[src/rtl/uart_rx_fifo.sv]
// uart_rx_fifo
//   Receive-side FIFO of the UART core. Buffers receiver words laid out as
//   {data[7:0], break, parity_error, framing_error}; the receiver pushes,
//   the register interface (LSR/RBR read path) pops.
//
// Ports:
//   clk        system clock, rising edge
//   rst_n      synchronous active-low reset
//   data_in    word to write
//   push       single-cycle write strobe
//   pop        single-cycle read strobe
//   data_out   head entry (show-ahead), 0 when empty
//   count      number of stored words (0..FIFO_DEPTH)
//   error_bit  some stored word has a nonzero error field [2:0]
//   overrun    sticky: a push was dropped because the FIFO was full
//
// Build option:
//   UART_RFIFO_ERROR_BIT_EN  when defined, builds the error-field shadow
//                            storage and error_bit logic; otherwise
//                            error_bit is tied to 0.
module uart_rx_fifo #(
    parameter int FIFO_WIDTH     = 11,
    parameter int FIFO_DEPTH     = 16,
    parameter int FIFO_POINTER_W = 4,
    parameter int FIFO_COUNTER_W = 5
) (
    input  logic                      clk,
    input  logic                      rst_n,
    input  logic [FIFO_WIDTH-1:0]     data_in,
    input  logic                      push,
    input  logic                      pop,
    output logic [FIFO_WIDTH-1:0]     data_out,
    output logic [FIFO_COUNTER_W-1:0] count,
    output logic                      error_bit,
    output logic                      overrun
);

    localparam logic [FIFO_COUNTER_W-1:0] FULL_COUNT = FIFO_COUNTER_W'(FIFO_DEPTH);
    localparam logic [FIFO_COUNTER_W-1:0] CNT_ONE    = FIFO_COUNTER_W'(1);
    localparam logic [FIFO_POINTER_W-1:0] PTR_ONE    = FIFO_POINTER_W'(1);

    logic [FIFO_WIDTH-1:0]     mem_q [FIFO_DEPTH];
    logic [FIFO_WIDTH-1:0]     mem_d [FIFO_DEPTH];
    logic [FIFO_POINTER_W-1:0] top_q, top_d;
    logic [FIFO_POINTER_W-1:0] bottom_q, bottom_d;
    logic [FIFO_COUNTER_W-1:0] count_q, count_d;
    logic                      overrun_q, overrun_d;
    logic                      full;
    logic                      wr_en;
    logic                      rd_en;

    always_comb begin
        full  = (count_q == FULL_COUNT);
        rd_en = pop && (count_q != '0);
        // A pop on a non-empty FIFO frees the slot, so push succeeds even when full.
        wr_en = push && (!full || rd_en);

        top_d    = wr_en ? top_q + PTR_ONE : top_q;
        bottom_d = rd_en ? bottom_q + PTR_ONE : bottom_q;

        count_d = count_q;
        if (wr_en && !rd_en) begin
            count_d = count_q + CNT_ONE;
        end else if (rd_en && !wr_en) begin
            count_d = count_q - CNT_ONE;
        end

        overrun_d = overrun_q;
        if (rd_en) begin
            overrun_d = 1'b0;
        end else if (push && full) begin
            overrun_d = 1'b1;
        end

        for (int unsigned i = 0; i < FIFO_DEPTH; i++) begin
            mem_d[i] = mem_q[i];
        end
        if (wr_en) begin
            mem_d[top_q] = data_in;
        end
    end

    always_ff @(posedge clk) begin
        if (!rst_n) begin
            top_q     <= '0;
            bottom_q  <= '0;
            count_q   <= '0;
            overrun_q <= 1'b0;
        end else begin
            top_q     <= top_d;
            bottom_q  <= bottom_d;
            count_q   <= count_d;
            overrun_q <= overrun_d;
            for (int unsigned i = 0; i < FIFO_DEPTH; i++) begin
                mem_q[i] <= mem_d[i];
            end
        end
    end

`ifdef UART_RFIFO_ERROR_BIT_EN
    logic [2:0] err_q [FIFO_DEPTH];
    logic [2:0] err_d [FIFO_DEPTH];
    logic       error_bit_q, error_bit_d;

    // Popped slots are cleared, so an OR over the whole shadow equals an OR
    // over valid entries. Clear before write: when full with push+pop,
    // top == bottom and the new word must win.
    always_comb begin
        for (int unsigned i = 0; i < FIFO_DEPTH; i++) begin
            err_d[i] = err_q[i];
        end
        if (rd_en) begin
            err_d[bottom_q] = '0;
        end
        if (wr_en) begin
            err_d[top_q] = data_in[2:0];
        end
        error_bit_d = 1'b0;
        for (int unsigned i = 0; i < FIFO_DEPTH; i++) begin
            error_bit_d = error_bit_d | (|err_d[i]);
        end
    end

    always_ff @(posedge clk) begin
        if (!rst_n) begin
            for (int unsigned i = 0; i < FIFO_DEPTH; i++) begin
                err_q[i] <= '0;
            end
            error_bit_q <= 1'b0;
        end else begin
            for (int unsigned i = 0; i < FIFO_DEPTH; i++) begin
                err_q[i] <= err_d[i];
            end
            error_bit_q <= error_bit_d;
        end
    end

    assign error_bit = error_bit_q;
`else
    assign error_bit = 1'b0;
`endif

    assign data_out = (count_q != '0) ? mem_q[bottom_q] : '0;
    assign count    = count_q;
    assign overrun  = overrun_q;

endmodule

[config.mk]
export PLATFORM = sky130hd
export DESIGN_NAME = uart_rx_fifo
export DESIGN_NICKNAME = d
export VERILOG_FILES = /design/src/rtl/uart_rx_fifo.sv
export SDC_FILE = /design/constraint.sdc
export NUM_CORES = 1
export LEC_CHECK = 0
export CORE_MARGIN = 2
export CORE_UTILIZATION = 54
export DETAILED_ROUTE_END_ITERATION = 8
export PLACE_DENSITY_LB_ADDON = 0.3
export REMOVE_ABC_BUFFERS = 1
export SLEW_MARGIN = 30
export SYNTH_ARGS = -nofsm -noshare
export SYNTH_HDL_FRONTEND = slang
export SYNTH_SLANG_ARGS = --single-unit
[constraint.sdc]
create_clock -name clk -period 2.7 [get_ports clk]
set_clock_uncertainty 0.2 [all_clocks]
set_input_delay 0.405 -clock clk [delete_from_list [all_inputs] [get_ports clk]]
set_output_delay 0.405 -clock clk [all_outputs]
set_load 0.01 [all_outputs]
After elaboration in Yosys (flattened, before gate mapping) --
Memory sizes are Yosys's and may differ from the RTL's. A register that Yosys moved wholly into a read port is not among the register bits. Index checks and enable logic that the tools add are counted.
Cells by class: bitwise logic cells 2, multiplexer cells 10, magnitude comparators 2, add/subtract/negate cells 4, reductions and logical operators 13, eq/ne operators 1
Operators with widths (count):
- bitwise mux 176 bit | 1
- 2-to-1 mux 176 bit | 1
- demux 11 bit (select 4 bit) | 1
- 2-to-1 mux 11 bit | 2
- 2-to-1 mux 5 bit | 2
- adder 4 x 1 -> 4 bit (second input constant) | 2
- 2-to-1 mux 4 bit | 2
- logical AND 1 bit | 6
- adder 5 x 1 -> 5 bit (second input constant) | 1
- equality test 5 bit (second input constant) | 1
- >= comparator 5 bit (second input constant) | 1
- less-than comparator 5 x 1 -> 1 bit (second input constant) | 1
- inverter 4 -> 5 bit | 1
- nonzero test 5 bit | 1
- subtractor 5 x 1 -> 5 bit (second input constant) | 1
- zero test 1 bit | 3
- nonzero test 2 bit | 1
- OR reduction 2 bit | 1
- logical OR 1 bit | 1
- 2-to-1 mux 1 bit | 1
- inverter 1 bit | 1
Storage, ports and cells: output and inout bits 18, memories 1, bits in registers 14, RAM bits 176
Memory list:
- mem_q | depth 16, bits a word 11, rd ports 17, clocked after memory_dff 1, wr ports 16, line 42 | logic [FIFO_WIDTH-1:0] mem_q [FIFO_DEPTH];

Depth between registers and ports, before layout --
Gate-level depths: netlist (run 1).
depth after elaboration 8, mapped depth 10, depth with buffers taken out 10

Worst setup path after synthesis (run 1) --
No wires, ideal clock.
path kind register -> register, start reg count_q[0], in the netlist count[0], end reg count_q[4], in the netlist count[4], arrival 2.581 ns, library setup time 0.072 ns, clock period less this slack 2.853 ns, stages on the path, launching flop included 10, slack -0.153 ns, required time 2.428 ns, cell sequence dfxtp_1 > or4_4 > o21ai_4 > inv_2 > ha_1 > fa_1 > nand2b_1 > a21oi_1 > mux2i_1 > mux2i_1
Between the ends: cells in the longest elaborated chain, start to end 7, elaborated cells between the ends (all ways) 15
RTL lines:
- start, declared | line 46 | logic [FIFO_COUNTER_W-1:0] count_q, count_d;
- start signal, assigned | line 92 | count_q <= count_d;
- equality test 5 bit or nonzero test 5 bit (tied branches) | line 53, 54
- zero test 1 bit or logical AND 1 bit (tied branches) | line 56, 54
- logical OR 1 bit (*) | line 56 | wr_en = push && (!full || rd_en);
- logical AND 1 bit (*) | line 56
- named net wr_en | line 49 | logic wr_en;
- zero test 1 bit | line 64 | end else if (rd_en && !wr_en) begin
- logical AND 1 bit | line 64
- nonzero test 2 bit (no line)
Mark *: on every way through the listed nets, which the timed path passes. The rest lies on a longest branch. The select of a mux whose other input is x is not followed. A chain may end at the register's enable or synchronous reset.

==> summary.md, run 1 <==
| Metric | Value |
|---|---|
| Status | complete, but fails checks |
| Failing checks | setup timing |
| Root Driver | clkbuf_16 |
| Share of post-route cells with drive strength above 1 | 34.00% |
| WL/cell | ~22 um |
| Worst-Margin Slew | approximately 640 ps |
| Final hold viol count | 0 |
| Largest net degree at the start of global routing | 29 |
| HP Class | reg -> reg |
| Initial Util | 55.53% |
| Cell depth of the worst setup path | 7 |
| Buffer and inverter count on the worst path | 3 |
| Vias per cell | between 5 and 6 |
| Worst slew margin | between 50% and 60% |
| Hold buffer count at cts | 0 |
| CP cell instances | buf_12, buf_6, mux4_2, mux2_4, o21ai_4, a21oi_2, buf_2 |
| Fill count | 951 |
| Crit-path max FO | 7 |
| CTS tree | yes |
| Core Region | 0.01399 mm2 |
| Most common cell after layout, fill and taps aside | edfxtp_1 |
| Fmax | 0.3526 GHz |
| Final Cycle Share | 105.0% |
| Ys Warns | 0 |
| Layout area overhead | 19.83% |
| #FFs+latches synth | just under 200 |
| CTS buffer count | 17 |
| WHS | around 300 ps |
| Residual DRC | 0 |
| CP arrival | around 2200 ps |
| Placer congestion estimate | about 0.82 |
| Number of setup violations in the final report | 10 |
| CTS max path bufs | 2 |
| Final min period | between 2000 and 3000 ps |
| Drt initial violations | roughly 430 |
| FF-to-FF path depth | 9 |
| Layout net count | a little over 500 |
| Max VDD drop | slightly below 0.7 mV |
| Drt pass-1 iters | 5 |
| Cell area after synthesis | between 0.007 and 0.008 mm2 |
| Asr flop ratio synth | 0% |
| Most used DFF post-synth | edfxtp_1 |
| First-pass GRT wire length | approximately 23000 um |
| Vias in the first global route | around 4200 |
| Most frequent cells in the layout | edfxtp_1 (176), buf_4 (47), mux4_2 (43) |
| Die area | 0.01536 mm2 |
| Critical-path top delay cell | mux4_2 |
| Ports | 33 |
| RSZ-0062 raised after global routing | true |
| Cells after synthesis | approximately 400 |
| Critical Path End Type | output pin |
| Worst setup SP type | flop |
| Max-Cap Viols | 0 |
| Seq. cell area | approximately 0.0057 mm2 |
| Largest stage delay, worst path | 490 ps |
| Post-synthesis cell type count | 38 |
| Leak | around 3.1 nW |
| PnR worst setup slack | -136.0 ps |
| Avg Synthesized Cell Area | roughly 19 um2 |
| Clk slew on worst S/H paths | roughly 60 ps |
| Initial antenna violation count | 0 |
| Die Y | between 100 and 150 um |
| Antenna cell count | 0 |
| Num rows | 43 |
| H-tree Lvls | 4 |
| Routed Antenna Nets | 0 |
| GRT Overall Usage | 22.01% |
| Die W | around 120 um |
| Delay-heaviest family, CP | multiplexers |
| Pre-CTS setup slack | -165.2 ps |
| Routed WL | around 15000 um |
| Hold Path Stages | 2 |
| PD cells | between 800 and 900 mW/mm2 |
| CTS Sinks | between 150 and 200 |
| Multi-input logic area | just over 0.002 mm2 |
| Worst skew pair latency | ~430 ps |
| Global route total overflow | 0 |
| Number of flops mapped to enable cells by yosys | about 180 |
| WS Path Type | reg -> out |
| Critical path required time | 2100 ps |
| Via count | a little over 4000 |
| Max Slew Vio Count | 0 |
| Number of port buffers | 31 |
| FF-to-FF setup slack | approximately 50 ps |
| DP HPWL | just under 10000 um |
| Seq/Total Area, Yosys | 72.68% |
| Tot Pwr | around 8 mW |
## registers in the layout, indices dropped and copies added, names as in the netlist, named ones only
name      count
overrun       1
count         5
bottom_q      4
top_q         4
mem_q       176
## where the power goes
group	switching, mW	internal, mW	leakage [nW]
Combinational	1.03	1.13	1.08
Sequential	0.0678	3.37	1.73
Clock	0.976	1.43	0.270
Total	2.08	5.93	3.08
## worst min-delay path, delay by kind of cell, from the launching register on
| kind | cells | cell delay [ps] |
|---|---|---|
| AND/OR/NAND/NOR | 1 | 60 |
| flip-flops | 1 | 330 |
| AO/OA/AOI/OAI | 1 | 80 |
## layer usage
layer	global-route usage (%)	part of all wire, %	vias to the layer above
li1	-	-	1784
met1	29.43	43	2083
met2	35.58	50	131
met3	5.037	5.2	26
met4	8.638	2.1	0
met5	0	0	-
## stage by stage
stage | setup TNS (ps) | area, um2 | util, % | cells
2_1_floorplan | -5902 | 7634 | - | 384
5_1_grt | -1516 | 9308 | 66.54 | 683
6_report | -625.0 | 9308 | 66.54 | 683
4_1_cts | -957.3 | 9298 | 66.47 | 684
3_3_place_gp | -176.0 | 8606 | 61.52 | 646
3_5_place_dp | -432.4 | 8606 | 61.52 | 646
## worst paths after layout
check / from / end
worst max-delay path: flop / data_out[8]
worst min-delay path: bottom_q[1] / flop
worst max register to register: count[0] / count[4]
worst min register to register: bottom_q[1] / flop
## cell usage after synthesis, types with 2 or more instances
| cell type | n | area, um2 |
|---|---|---|
| ha_1 | 9 | 112.6 |
| a21oi_1 | 20 | 100.1 |
| clkbuf_1 | 4 | 15.01 |
| nor2_1 | 30 | 112.6 |
| o21ai_4 | 2 | 32.53 |
| dfxtp_1 | 18 | 360.4 |
| buf_4 | 3 | 22.52 |
| mux2_2 | 11 | 123.9 |
| nand2_1 | 10 | 37.54 |
| xor2_1 | 4 | 35.03 |
| nand3_1 | 3 | 15.01 |
| mux2i_1 | 13 | 130.1 |
| nand2b_1 | 3 | 18.77 |
| inv_1 | 8 | 30.03 |
| buf_2 | 9 | 45.04 |
| edfxtp_1 | 176 | 5285 |
| o21a_1 | 2 | 15.01 |
| mux4_1 | 4 | 105.1 |
| mux4_2 | 40 | 900.9 |
| nand3b_2 | 2 | 22.52 |
| or3_1 | 3 | 18.77 |
| buf_6 | 2 | 22.52 |
| o21ai_1 | 13 | 65.06 |
## repair_timing
action,CTS,global route
resized for setup,74,12
cloned,1,0
pin swaps,7,6
setup buffers,6,1
endpoints found under the setup margin,13,13
## final cells by class
cell class,count,share of cell area [%]
multi-input combinational,181,22.21
clock inverter,9,1.223
clock buffer,22,4.772
timing repair buffer,88,8.254
tap,180,2.420
inverter,9,0.3898
sequential,194,60.73
## logic make-up (layout without fill, tap and decap cells)
group / Yosys count / count (layout) / share of synthesized area, %
DFF: 194 / 194 / 72.68
muxes: 68 / 68 / 16.22
and+or+nand+nor: 56 / 56 / 3.447
AOI/OAI and AO/OA: 41 / 41 / 3.173
buffers and inverters: 29 / 128 / 2.158
adders and majority gates: 10 / 10 / 1.708
xor gates and xnor gates: 5 / 5 / 0.5638
other: 1 / 1 / 0.04828
Power figures use the tool's default switching activity.
==> inputs of run 2 (changes only) <==
Settings changed: SLEW_MARGIN 30 to 10.
==> results of run 2 <==
Same layout as run 1: the final DEF is identical, and so are final timing and power.
==> inputs of run 3 (changes only) <==
Settings changed: CTS_CLUSTER_DIAMETER set to 60.
==> results of run 3 <==
Same layout as run 1: the final DEF is identical, and so are final timing and power.
